### src/rtl/serdes_piso_tx.sv
// serdes_piso_tx: parallel-in/serial-out transmitter, LSB first, with a frame-sync strobe after each word.
// Optional feature macro SERDES_TX_IDLE_FILL_EN: send IDLE_WORD fill frames whenever no word is waiting.
module serdes_piso_tx #(
    parameter int               WIDTH     = 10,
    parameter logic [WIDTH-1:0] IDLE_WORD = 10'b0011111010
) (
    input  logic             clk,
    input  logic             rst,
    input  logic [WIDTH-1:0] tx_data,
    input  logic             tx_valid,
    output logic             tx_ready,
    output logic             ser_out,
    output logic             frame_sync,
    output logic             tx_busy,
    output logic             fill_active
);
    localparam int               CNT_W    = $clog2(WIDTH);
    localparam logic [CNT_W-1:0] LAST_BIT = CNT_W'(WIDTH - 1);

    typedef enum logic [1:0] {
        S_IDLE,
        S_SHIFT,
        S_SYNC
    } state_t;

    state_t           state, state_nxt;
    logic [WIDTH-1:0] sreg;
    logic [WIDTH-1:0] hold_data;
    logic [WIDTH-1:0] load_data;
    logic             hold_valid;
    logic             accept;
    logic             load;
    logic             take_hold;
    logic [CNT_W-1:0] bit_cnt;

    // Ready depends only on the holding register, never on tx_valid.
    assign tx_ready = !hold_valid;
    assign accept   = tx_valid && tx_ready;
    assign tx_busy  = (state != S_IDLE);

    always_comb begin
        // NOTE: every output of this block gets a default first, so no path can infer a latch.
        state_nxt  = state;
        load       = 1'b0;
        take_hold  = 1'b0;
        load_data  = hold_data;
        ser_out    = 1'b0;
        frame_sync = 1'b0;
        case (state)
            S_SHIFT: begin
                ser_out = sreg[0];
                if (bit_cnt == LAST_BIT) state_nxt = S_SYNC;
            end
            S_IDLE, S_SYNC: begin
                frame_sync = (state == S_SYNC);
                if (hold_valid) begin
                    load      = 1'b1;
                    take_hold = 1'b1;
                    state_nxt = S_SHIFT;
                end
`ifdef SERDES_TX_IDLE_FILL_EN
                else begin
                    load      = 1'b1;
                    load_data = IDLE_WORD;
                    state_nxt = S_SHIFT;
                end
`else
                else begin
                    state_nxt = S_IDLE;
                end
`endif
            end
            default: state_nxt = S_IDLE;
        endcase
    end

    // NOTE: non-blocking assignments, so every register samples the values from before the edge.
    always_ff @(posedge clk) begin
        if (!rst) begin
            state      <= S_IDLE;
            sreg       <= '0;
            hold_data  <= '0;
            hold_valid <= 1'b0;
            bit_cnt    <= '0;
        end else begin
            state <= state_nxt;
            // A new word can only land when the hold is empty, so it never collides with a move.
            if (accept) begin
                hold_data  <= tx_data;
                hold_valid <= 1'b1;
            end else if (take_hold) begin
                hold_valid <= 1'b0;
            end
            if (load) begin
                sreg    <= load_data;
                bit_cnt <= '0;
            end else if (state == S_SHIFT) begin
                sreg    <= sreg >> 1;
                bit_cnt <= bit_cnt + 1'b1;
            end
        end
    end

`ifdef SERDES_TX_IDLE_FILL_EN
    logic fill_q;

    // The flag follows the frame on the line until the next load replaces it.
    always_ff @(posedge clk) begin
        if (!rst) begin
            fill_q <= 1'b0;
        end else if (load) begin
            fill_q <= !take_hold;
        end
    end

    assign fill_active = fill_q;
`else
    assign fill_active = 1'b0;
`endif

endmodule

### config.mk
export PLATFORM = sky130hd
export DESIGN_NAME = serdes_piso_tx
export DESIGN_NICKNAME = d
export VERILOG_FILES = /design/src/rtl/serdes_piso_tx.sv
export SDC_FILE = /design/constraint.sdc
export NUM_CORES = 1
export LEC_CHECK = 0
export CAP_MARGIN = 20
export CORE_UTILIZATION = 40
export CTS_BUF_LIST = sky130_fd_sc_hd__clkbuf_4 sky130_fd_sc_hd__clkbuf_8
export CTS_CLUSTER_SIZE = 12
export DETAILED_ROUTE_END_ITERATION = 7
export GPL_TIMING_DRIVEN = 1
export SETUP_SLACK_MARGIN = 0.2
export SYNTH_ARGS = -nofsm -noshare
export SYNTH_HDL_FRONTEND = slang
export SYNTH_SLANG_ARGS = --single-unit
### constraint.sdc
create_clock -name clk -period 2.1 [get_ports clk]
set_input_delay 0.42 -clock clk [delete_from_list [all_inputs] [get_ports clk]]
set_output_delay 0.42 -clock clk [all_outputs]
set_load 0.02 [all_outputs]
==> metrics.md <==
| Metric | Value |
|---|---|
| Outcome | complete, no violations |
| Most frequent cell after synthesis | nand2_1 |
| Largest net degree at the start of global routing | 17 |
| Vias in the first global route | roughly 770 |
| Post-synth EDFFs | 0 |
| Critical path arrival | ~1.4 ns |
| Hold buffers post-CTS | 0 |
| Total grt overflow | 0 |
| Worst stage delay on the critical path | 0.41 ns |
| Int Power | about 690 µW |
| Final hold vios | 0 |
| 1st-iter DRT viols | 10 |
| Commonest cells post-synth | nand2_1, dfxtp_1, a21boi_0, o21ai_0, a31oi_1 |
| Setup TNS | 0 ns |
| Post-CTS Setup Bufs | 0 |
| CP max FO | 6 |
| PostCTS Resize Cnt | 3 |
| CP bufs+invs | 1 |
| Hold Path Origin | hold_data[2] |
| Yosys cell types | 28 |
| Synthesized cell area | about 1100 µm² |
| Initial core utilization | 44.0% |
| H-tree Lvls | 1 |
| Avg WL per Cell | roughly 11 µm |
| Synth warnings | 0 |
| Worst vdd ir | approximately 0.00038 V |
| Worst setup EP type | output pin |
| Ys async rst share | 0% |
| First-pass GRT wire length | around 3.4 mm |
| Clock Tree Buf Depth | 2 |
| Ports | 18 |
| Die footprint | a little over 3000 µm² |
| Routability-driven placement congestion ratio | about 0.70 |
| Post-synthesis sequential area ratio | between 40% and 50% |
| Final Util | roughly half |
| Worst r2r src | state[1] |
| Seq cells post-synth | 27 |
| Vias per cell | between 4 and 5 |
| Total power | 947 µW |
| Die Wd | 55.1 µm |
| HP Class | reg2reg |
| NumNets Final | between 150 and 200 |
| Clk pwr share | 23.8% |
| TritonRoute pass-1 iters | 4 |
| Switching share of power | between 20% and 30% |
| Synth area leaders | dfxtp_1, nand2_1, a21boi_0 |
| Final Setup Violations | 0 |
| Total power per unit cell area | slightly above 700 nW/µm² |
| Die Span Y | approximately 55 µm |
| Critical path type | reg2out |
| Crit-path slowest cell | dfxtp_1 |
| MaxCap Viol Count | 0 |
| Syn Inst Count | between 100 and 150 |
| Reg clk slew, reported paths | 0.15 ns |
| Reg power frac | 60.3% |
| Initial antenna violation count | 0 |
| Std cell rows | 18 |
| Via count | just over 900 |
| Period minus WS final | 1.78 ns |
| Startpoint types | flip-flop |
| Max Clk Rate | approximately 560 MHz |
| Syn avg cell area | 8.19 µm² |
| Syn_nets | around 150 |
| Most used DFF post-synth | dfxtp_1 |
| CTS buffer count | 3 |
| DR DRC count | 0 |
| Total global-route track usage | about 16% |
| Combinational power share | about 16% |
| Synth top area share | roughly 48% |
| Clock Latency Late Sink | roughly 0.32 ns |
| Worst Clk Skew | 0.00837 ns |
| Worst path top cell family by delay | flip-flops |
| Core ar. | around 2600 µm² |
| Layout cell share with drive strength beyond 1 | 6.58% |
| R2R setup slack | 0.77 ns |
| Final Max Tran Viols | 0 |
| RSZ-0062 raised after global routing | no |
| Area leader, netlist | dfxtp_1 |
| Final WL | 2.01 mm |
| RR Endpoint | bit_cnt[3] |
| Hold path depth | 2 |
| Final HPWL DP | roughly 1.5 mm |
| CTS tree | built |
| Number of fill cells in the layout | 272 |
| P_sw | ~260 µW |
| Clock Root Buffer | clkbuf_4 |
| Fin crit share | between 80% and 90% |
| Antenna cell count | 0 |
| Num Clock Sinks | 27 |
| Worst reg2reg path depth | 3 |
| Min-Delay Endpoint | hold_data[2] |
| Antenna viol nets, final | 0 |
| P_leak | approximately 0.0005 µW |
| Area grow syn2layout | 17.3% |
| Port buffer count | 16 |
| Crit-path cells | nor2b_1, and2_1, dlygate4sd2_1 |
| Worst EP required | approximately 1.7 ns |
[power groups by stage]
stage | logic, µW | clock network, µW | registers, µW
global route | 172 | 253 | 577
global placement | 149 | 0 | 581
detailed placement | 153 | 0 | 583
finish | 151 | 226 | 571
floorplan | 107 | 0 | 577
CTS | 153 | 240 | 571
[cell usage in the layout (no fill, tap or decap)]
| cell type | count |
|---|---|
| nand3b_1 | 1 |
| clkinvlp_4 | 1 |
| or3_1 | 1 |
| dfxtp_1 | 27 |
| and2_1 | 1 |
| inv_1 | 2 |
| nor3_1 | 1 |
| nand3_1 | 1 |
| a21boi_0 | 11 |
| clkbuf_4 | 3 |
| nor2b_1 | 2 |
| a31oi_1 | 9 |
| xnor2_1 | 1 |
| ha_1 | 2 |
| xor2_1 | 1 |
| o21ai_0 | 11 |
| nand2b_1 | 3 |
| buf_4 | 4 |
| mux2i_1 | 1 |
| clkdlybuf4s50_1 | 13 |
| nor2_1 | 6 |
| conb_1 | 1 |
| nand2_1 | 42 |
| or2_2 | 1 |
| a211oi_2 | 1 |
| dlygate4sd2_1 | 3 |
| and2b_1 | 1 |
| a21oi_1 | 1 |
[cell type report]
| type | count | area, µm² | area share, % |
|---|---|---|---|
| clock buffers | 3 | 22.5 | 1.70 |
| clock inverters | 1 | 7.51 | 0.567 |
| inverters | 2 | 7.51 | 0.567 |
| multi-input cells | 99 | 523 | 39.5 |
| flip-flops and latches | 27 | 541 | 40.8 |
| well taps | 30 | 37.5 | 2.83 |
| repair buffers | 20 | 186 | 14.1 |
[routing by layer]
layer | routed length, µm | track usage [%] | vias to the layer above
met5 | 0 | 0 | -
met4 | 17 | 8.75 | 0
met3 | 51 | 2.46 | 2
met2 | 983 | 25.9 | 12
met1 | 955 | 20.5 | 415
li1 | - | - | 478
[kinds of logic (layout without fill, tap and decap cells)]
kind of cell	count (synthesis)	count (layout)	share of synthesized area (%)
xor gates and xnor gates	2	2	1.55
adders and majority gates	2	2	2.21
buffers and inverters	12	26	5.87
other	1	1	0.332
DFF	27	27	47.8
muxes	1	1	0.886
and+or+nand+nor	60	60	22.6
AOI/OAI and AO/OA	33	33	18.7
[registers in the layout, summed over array words and instances (netlist names)]
name / cells
hold_data: 10
sreg: 10
bit_cnt: 4
state: 2
hold_valid: 1
[worst max path at each step]
stage | endpoint | cells past startpoint | start
after floorplan | ser_out | 4 | state[0]
after global placement | ser_out | 3 | state[0]
after detailed placement | sreg[0] | 4 | rst
after CTS | ser_out | 3 | state[0]
after global routing | ser_out | 3 | state[0]
final | ser_out | 3 | state[0]
[metrics by stage]
| stage | setup WS (ns) | std cells | area (µm²) | hold WS [ns] |
|---|---|---|---|---|
| final | 0.319 | 182 | 1330 | 0.472 |
| after CTS | 0.289 | 182 | 1330 | 0.476 |
| after detailed placement | 0.417 | 178 | 1300 | 0.456 |
| after floorplan | 0.712 | 138 | 1130 | 0.440 |
| after global routing | 0.206 | 182 | 1330 | 0.491 |
| after global placement | 0.439 | 178 | 1300 | 0.453 |
[worst register-to-register path: stages (launching register included)]
cell and delay (ns):
dfxtp_1 0.36, nand2b_1 0.34, or3_1 0.43, a21oi_1 0.14
Power figures use the tool's default switching activity.
